File: config.mk
export PLATFORM = sky130hd
export DESIGN_NAME = mux_arbitrado
export DESIGN_NICKNAME = d
export VERILOG_FILES = /design/src/rtl/mux_arbitrado.sv
export SDC_FILE = /design/constraint.sdc
export NUM_CORES = 1
export LEC_CHECK = 0
export CORE_MARGIN = 10
export CORE_UTILIZATION = 40
export CTS_BUF_LIST = sky130_fd_sc_hd__clkbuf_8
export DETAILED_ROUTE_END_ITERATION = 16
export PLACE_DENSITY_LB_ADDON = 0.05
export SYNTH_ARGS = -nofsm -noshare
export SYNTH_HDL_FRONTEND = slang
export SYNTH_SLANG_ARGS = --single-unit
File: constraint.sdc
create_clock -name clock -period 6.68 [get_ports clock]
set_input_delay 2.004 -clock clock [delete_from_list [all_inputs] [get_ports clock]]
set_output_delay 2.004 -clock clock [all_outputs]
set_load 0.03 [all_outputs]
File: src/rtl/mux_arbitrado.sv
// Registered channel selector with valid/ready flow control on every side.
// Mode 0 picks the channel named by selecao; mode 1 round-robins among valid channels.
module mux_arbitrado #(
    parameter int unsigned LARGURA      = 8,
    parameter int unsigned NUM_ENTRADAS = 4,
    localparam int unsigned LARG_SEL    = $clog2(NUM_ENTRADAS)
) (
    input  logic                            clock,
    input  logic                            reset,
    input  logic [NUM_ENTRADAS*LARGURA-1:0] entradas,
    input  logic [NUM_ENTRADAS-1:0]         validos,
    output logic [NUM_ENTRADAS-1:0]         prontos,
    input  logic                            modo,
    input  logic [LARG_SEL-1:0]             selecao,
    output logic [LARGURA-1:0]              saida,
    output logic [LARG_SEL-1:0]             canal_saida,
    output logic                            saida_valida,
    input  logic                            saida_pronta
);

    logic [LARGURA-1:0]  canais [NUM_ENTRADAS];
    logic [LARGURA-1:0]  saida_q, saida_d;
    logic [LARG_SEL-1:0] canal_q, canal_d;
    logic [LARG_SEL-1:0] ponteiro_q, ponteiro_d;
    logic                valida_q, valida_d;
    logic                livre;
    logic                concede;
    logic [LARG_SEL-1:0] indice;
    logic [LARG_SEL-1:0] candidato;
    int unsigned         posicao;

    for (genvar g = 0; g < NUM_ENTRADAS; g++) begin : g_canais
        assign canais[g] = entradas[g*LARGURA +: LARGURA];
    end

    assign livre = !valida_q || saida_pronta;

    always_comb begin
        concede   = 1'b0;
        indice    = '0;
        candidato = '0;
        posicao   = 0;
        if (!modo) begin
            // Indices beyond the last channel simply never grant.
            if (32'(selecao) < NUM_ENTRADAS) begin
                if (validos[selecao]) begin
                    concede = 1'b1;
                    indice  = selecao;
                end
            end
        end else begin
            for (int unsigned i = 0; i < NUM_ENTRADAS; i++) begin
                posicao = 32'(ponteiro_q) + i;
                if (posicao >= NUM_ENTRADAS) begin
                    posicao = posicao - NUM_ENTRADAS;
                end
                candidato = LARG_SEL'(posicao);
                if (!concede && validos[candidato]) begin
                    concede = 1'b1;
                    indice  = candidato;
                end
            end
        end
    end

    always_comb begin
        prontos = '0;
        if (concede) begin
            prontos[indice] = livre;
        end
    end

    always_comb begin
        saida_d    = saida_q;
        canal_d    = canal_q;
        valida_d   = valida_q;
        ponteiro_d = ponteiro_q;
        if (livre) begin
            if (concede) begin
                saida_d  = canais[indice];
                canal_d  = indice;
                valida_d = 1'b1;
                // Explicit wrap so non-power-of-two channel counts skip unused indices.
                if (32'(indice) == NUM_ENTRADAS - 1) begin
                    ponteiro_d = '0;
                end else begin
                    ponteiro_d = indice + LARG_SEL'(1);
                end
            end else begin
                valida_d = 1'b0;
            end
        end
    end

    always_ff @(posedge clock) begin
        if (reset) begin
            saida_q    <= '0;
            canal_q    <= '0;
            valida_q   <= 1'b0;
            ponteiro_q <= '0;
        end else begin
            saida_q    <= saida_d;
            canal_q    <= canal_d;
            valida_q   <= valida_d;
            ponteiro_q <= ponteiro_d;
        end
    end

    assign saida        = saida_q;
    assign canal_saida  = canal_q;
    assign saida_valida = valida_q;

endmodule

# After elaboration in Yosys (flattened, before gate mapping)
# Index checks and enable logic that the tools add are counted.
# totals
output_inout_bits	15
elab_cells	78
in_bits	42
ff_bits	13
# op_classes
magnitude_cmp	12
n_eq_ne	1
n_reduce_logical	10
add_sub_neg	8
bitwise	2
mux	41
# op_table
operator	count
2-bit two-way mux	15
2-bit by 3-bit less-than comparator with 1-bit output, second input constant	6
8-bit binary-select mux with 2-bit select	1
1-bit two-way mux	16
8-bit two-way mux	2
3-bit greater-or-equal comparator, second input constant	4
1-bit binary-select mux with 2-bit select	5
2-bit by 1-bit subtractor with 2-bit output, second input constant	4
2-bit by 2-bit adder with 3-bit output, second input constant	2
4-bit bitwise AND	1
1-bit logical AND	4
1-bit logical NOT	4
4-bit two-way mux	1
2-bit by 1-bit adder with 3-bit output, second input constant	1
2-bit by 3-bit greater-or-equal comparator with 1-bit output, second input constant	1
2-bit inverter with 3-bit output	1
2-bit by 1-bit adder with 2-bit output, second input constant	1
1-bit demux with 2-bit select	1
2-bit equality test, second input constant	1
2-bit by 1-bit greater-or-equal comparator with 1-bit output, second input constant	1
2-bit AND reduction	1
1-bit logical OR	1

# Depth between registers and ports, before layout
# logic_depth
ltp_word	25
mapped_depth	9
ltp_nobuf	8

# Worst setup path before layout
# OpenSTA, ideal clock, no wires.
# synth_timing
path_type	input to output
from	in modo
to	out prontos[0]
required_ns	4.676
path_slack_ns	1.170
cell_stages	7
path_buffers	2
arrival_time_ns	3.506
cell_sequence	or2_1 > o221a_1 > nand2b_4 > buf_6 > or2_1 > buf_2 > nor2_1
# synth_between
elab_chain_cells	7
word_cells_on_any_way	9
cone_classes	order compare (2); mux (5); bitwise (1); reduce/logical (1)
# synth_lines
element	line_no	source
start, declared	13	input logic modo,
2-bit two-way mux	43	if (!modo) begin
2-bit by 3-bit less-than comparator with 1-bit output (implied by the code) / 2-bit by 1-bit greater-or-equal comparator with 1-bit output (equally long branches)	69	prontos[indice] = livre;
1-bit logical AND (implied by the code)	69	
1-bit two-way mux (implied by the code)	69	
1-bit demux with 2-bit select	69	
4-bit bitwise AND (no line)	--	
4-bit two-way mux (*)	68	if (concede) begin
end, declared	12	output logic [NUM_ENTRADAS-1:0] prontos,
# Every way passes the cells marked *; elsewhere a longest branch is shown, timed or not.

# Final worst setup path
# layout_timing
from	in validos[1]
to	out prontos[2]
# layout_between
elab_chain_cells	22
word_cells_on_any_way	38
cone_classes	order compare (2); mux (28); bitwise (1); reduce/logical (7)
# layout_lines
element	line_no	source
start, declared	11	input logic [NUM_ENTRADAS-1:0] validos,
1-bit binary-select mux with 2-bit select	58	if (!concede && validos[candidato]) begin
1-bit two-way mux (implied by the code)	58	
1-bit two-way mux	58	
1-bit two-way mux	43	
1-bit logical NOT	58	
1-bit logical AND	58	
1-bit two-way mux	58	
1-bit two-way mux	43	
[6 not listed]	--	
2-bit two-way mux	58	
2-bit two-way mux	43	
2-bit by 3-bit less-than comparator with 1-bit output (implied by the code) / 2-bit by 1-bit greater-or-equal comparator with 1-bit output (equally long branches)	69	
1-bit logical AND (implied by the code)	69	
1-bit two-way mux (implied by the code)	69	
1-bit demux with 2-bit select	69	
4-bit bitwise AND (no line)	--	
4-bit two-way mux (*)	68	
# Every way passes the cells marked *; elsewhere a longest branch is shown, timed or not. The select of a mux whose other input is x is not followed.

==> flow_results.xml <==
<?xml version="1.0" encoding="UTF-8"?>
<metrics>
  <group name="flow_run">
    <metric name="drv.max_cap_violation_count" unit="">0</metric>
  </group>
  <group name="critical_path">
    <metric name="cp_data_arrival_time" unit="ns">4.38</metric>
    <metric name="setup.worst_path.end_class" unit="">primary output</metric>
    <metric name="cell_breakdown_of_the_critical_path" unit="">clkdlybuf4s50_1 -&gt; nand2b_1 -&gt; o221a_1 -&gt; a311o_1 -&gt; a21oi_2 -&gt; and2_1 -&gt; clkdlybuf4s50_1</metric>
    <metric name="cpPeakStageDelay" unit="ns">0.66</metric>
    <metric name="critical-path-top-delay-family" unit="">buffers and inverters</metric>
    <metric name="cp_data_required_time" unit="ns">4.68</metric>
    <metric name="cp_num_buf_inv" unit="">2</metric>
    <metric name="worst_setup_path_start_kind" unit="">primary input</metric>
    <metric name="crit_path_max_fanout" unit="">7</metric>
    <metric name="path_common_cell" unit="">sky130_fd_sc_hd__clkdlybuf4s50_1</metric>
    <metric name="setup.worst_path.class" unit="">in -&gt; out</metric>
    <metric name="critical_path.slowest_cell" unit="">sky130_fd_sc_hd__clkdlybuf4s50_1</metric>
  </group>
  <group name="floorplan">
    <metric name="initial_core_util" unit="">0.418</metric>
    <metric name="rows" unit="">18</metric>
    <metric name="floorplan.die_area" unit="um2">4990</metric>
    <metric name="io_pins" unit="">57</metric>
    <metric name="die_h" unit="um">70.6</metric>
    <metric name="placeableCoreArea" unit="um2">2450</metric>
    <metric name="die_width" unit="um">70.6</metric>
  </group>
  <group name="synthesis">
    <metric name="number_of_synthesized_flops_with_an_enable_pin" unit="">0</metric>
    <metric name="synth_nets" unit="">161</metric>
    <metric name="ys_seq_area_frac" unit="">0.254</metric>
    <metric name="postSynth.asyncResetShare" unit="">0</metric>
    <metric name="synth_top_area_share" unit="">0.254</metric>
    <metric name="synth_top_area_cells" unit="">sky130_fd_sc_hd__dfxtp_1 (25%), sky130_fd_sc_hd__mux2i_1 (12%), sky130_fd_sc_hd__o311ai_1 (6.8%)</metric>
    <metric name="synth.ff_latch_count" unit="">13</metric>
    <metric name="yosysUniqueCellTypes" unit="">33</metric>
    <metric name="post_synthesis_cell_area" unit="um2">1030</metric>
    <metric name="ys.flop_type" unit="">sky130_fd_sc_hd__dfxtp_1</metric>
    <metric name="yosysWarningCount" unit="">0</metric>
    <metric name="avgSynthCellArea" unit="um2">8.69</metric>
    <metric name="yosysTopAreaCell" unit="">sky130_fd_sc_hd__dfxtp_1</metric>
    <metric name="postSynthCellCount" unit="">118</metric>
  </group>
  <group name="clocking">
    <metric name="cts_setup_buffers" unit="">0</metric>
    <metric name="clk_pin_slew_worst_paths" unit="ns">0.05</metric>
    <metric name="cts_resized" unit="">0</metric>
    <metric name="buffer_type_at_the_clock_tree_root" unit="">sky130_fd_sc_hd__clkbuf_8</metric>
    <metric name="max-clock-path-buffers" unit="">2</metric>
    <metric name="cts_sinks" unit="">13</metric>
    <metric name="cts_hold_buffers" unit="">0</metric>
    <metric name="tritoncts_clock_tree" unit="">built</metric>
    <metric name="clock_insertion_delay_worst_skew" unit="ns">0.24</metric>
    <metric name="cts_inserted_buffers" unit="">3</metric>
    <metric name="cts_max_level" unit="">1</metric>
  </group>
  <group name="timing">
    <metric name="timing.final.max_slew_violations" unit="">0</metric>
    <metric name="finalCriticalPeriod" unit="ns">6.38</metric>
    <metric name="hold_ws" unit="ns">0.503</metric>
    <metric name="fin_setup_tns" unit="ns">0</metric>
    <metric name="final-setup-viol-count" unit="">0</metric>
    <metric name="fin_crit_sh" unit="">0.955</metric>
    <metric name="final_skew" unit="ns">0.000577</metric>
    <metric name="grt_setup_unrepaired" unit="">false</metric>
    <metric name="achievable-frequency" unit="MHz">157</metric>
    <metric name="worst_pin_slew" unit="ns">0.645</metric>
    <metric name="slew_headroom" unit="">0.569</metric>
    <metric name="final_hold_viol_count" unit="">0</metric>
    <metric name="setup_ws" unit="ns">0.300</metric>
  </group>
  <group name="power_and_ir_drop">
    <metric name="static-leakage-power" unit="nW">0.663</metric>
    <metric name="vdd.ir_drop.worst" unit="mV">0.115</metric>
    <metric name="cellPowerDensity" unit="nW/um2">178</metric>
    <metric name="total_power" unit="W">0.000288</metric>
  </group>
  <group name="detailed_routing">
    <metric name="routed_via_density" unit="">5.32</metric>
    <metric name="dr_total_vias" unit="">1074</metric>
    <metric name="drt_wl_total" unit="um">3070</metric>
    <metric name="drtPass1Iterations" unit="">5</metric>
    <metric name="first_iter_violations" unit="">56</metric>
    <metric name="routed_wire_length_per_instance" unit="um">15.2</metric>
    <metric name="drcViolationCount" unit="">0</metric>
    <metric name="drtAntennaViolNets" unit="">0</metric>
  </group>
  <group name="grt">
    <metric name="via_count_of_the_first_global_routing_pass" unit="">1092</metric>
    <metric name="use_met1" unit="">0.141</metric>
    <metric name="grt_pass1_wl" unit="um">4970</metric>
    <metric name="global_route.usage.met3" unit="">0.0293</metric>
    <metric name="grt_antenna_before_repair" unit="">0</metric>
    <metric name="globalRoute.totalOverflow" unit="">0</metric>
    <metric name="grt_usage" unit="">0.115</metric>
    <metric name="grt_start_max_net_pins" unit="">23</metric>
    <metric name="grt.busiest_layer" unit="">met2</metric>
    <metric name="grtUsageMet2" unit="">0.188</metric>
  </group>
  <group name="min_path">
    <metric name="holdCritPathClass" unit="">reg -&gt; reg</metric>
  </group>
  <group name="finish">
    <metric name="diodes" unit="">0</metric>
    <metric name="layout-drive-gt1-share" unit="">0.0756</metric>
    <metric name="layout_commonest_cell" unit="">sky130_fd_sc_hd__clkdlybuf4s50_1</metric>
    <metric name="final_net_count" unit="">216</metric>
    <metric name="area_growth_syn_to_layout" unit="%">57.9</metric>
    <metric name="most-common-layout-cells" unit="">sky130_fd_sc_hd__clkdlybuf4s50_1 (55), sky130_fd_sc_hd__dfxtp_1 (13), sky130_fd_sc_hd__mux2i_1 (12)</metric>
    <metric name="stdcell_area" unit="um2">1620</metric>
  </group>
  <group name="placed_design">
    <metric name="gp_congestion" unit="">0.802</metric>
    <metric name="place.port_buffers" unit="">56</metric>
    <metric name="post_dp_cell_area" unit="um2">1580</metric>
    <metric name="detailedPlacementHpwl" unit="um">2570</metric>
    <metric name="pre_cts_slack" unit="ns">0.300</metric>
  </group>
  <group name="status">
    <metric name="run_status" unit="">finished, final reports clean</metric>
  </group>
</metrics>
==> layout make-up <==
cell class / count / area, um2
sequential: 13 / 260
fill: 218 / 835
multi-input combinational: 91 / 678
clock buffer: 3 / 41.3
timing repair buffer: 59 / 581
tap: 30 / 37.5
clock inverter: 1 / 3.75
inverter: 5 / 18.8
==> where the power goes <==
part / internal [W] / leakage, nW / total [W] / switching (W)
sequential: 0.0000871 / 0.107 / 0.0000935 / 0.00000634
combinational: 0.0000639 / 0.529 / 0.000126 / 0.0000623
clock: 0.0000406 / 0.0269 / 0.0000682 / 0.0000277
==> per-layer routing <==
metal,share of wire,up-vias,wire (um)
li1,-,549,-
met1,0.48,473,1470
met2,0.43,48,1330
met3,0.075,4,230
met4,0.014,0,42
met5,0,-,0
==> worst min-delay path: stages (launching register included) <==
cell                       delay, ns
sky130_fd_sc_hd__dfxtp_1        0.32
sky130_fd_sc_hd__nand3b_1       0.08
sky130_fd_sc_hd__o311ai_1       0.07
==> flip-flops by register name, summed over array words and instances (netlist names) <==
name / cells
ponteiro_q: 2
canal_saida: 2
saida_valida: 1
saida: 8
==> worst paths after layout <==
kind                              start                     to  slack, ns  depth (start not counted)
max reg2reg  ponteiro_q[1]$_SDFFE_PP0P_  saida[2]$_SDFFE_PP0P_       4.62                          7
min reg2reg       saida[7]$_SDFFE_PP0P_  saida[7]$_SDFFE_PP0P_       0.50                          2
min               saida[7]$_SDFFE_PP0P_  saida[7]$_SDFFE_PP0P_       0.50                          2
max                          validos[1]             prontos[2]       0.30                          7
==> stage by stage <==
step	cells	util
6_report	202	0.660
3_5_place_dp	198	0.642
4_1_cts	202	0.660
2_1_floorplan	118	-
5_1_grt	202	0.660
3_3_place_gp	198	0.642
==> logic make-up after synthesis <==
| group | after synthesis | synth area share |
|---|---|---|
| AO/OA/AOI/OAI | 39 | 0.284 |
| AND/OR/NAND/NOR | 39 | 0.248 |
| buffers and inverters | 14 | 0.0854 |
| flip-flops | 13 | 0.254 |
| multiplexers | 12 | 0.117 |
| adder cells (fa/ha/maj) | 1 | 0.0122 |
==> synthesized netlist by cell type (2+ instances only) <==
master	number
sky130_fd_sc_hd__and2_1	2
sky130_fd_sc_hd__buf_6	4
sky130_fd_sc_hd__a21oi_1	4
sky130_fd_sc_hd__clkbuf_1	3
sky130_fd_sc_hd__and3_1	7
sky130_fd_sc_hd__nand3b_1	8
sky130_fd_sc_hd__nand2_1	2
sky130_fd_sc_hd__nor2_1	8
sky130_fd_sc_hd__inv_1	5
sky130_fd_sc_hd__mux2i_1	12
sky130_fd_sc_hd__o21ai_1	8
sky130_fd_sc_hd__a21boi_0	9
sky130_fd_sc_hd__o221a_1	2
sky130_fd_sc_hd__nand2b_1	4
sky130_fd_sc_hd__or2_1	2
sky130_fd_sc_hd__dfxtp_1	13
sky130_fd_sc_hd__a311o_1	2
sky130_fd_sc_hd__o311ai_1	8
No activity file was read; power rests on OpenSTA's default activity.
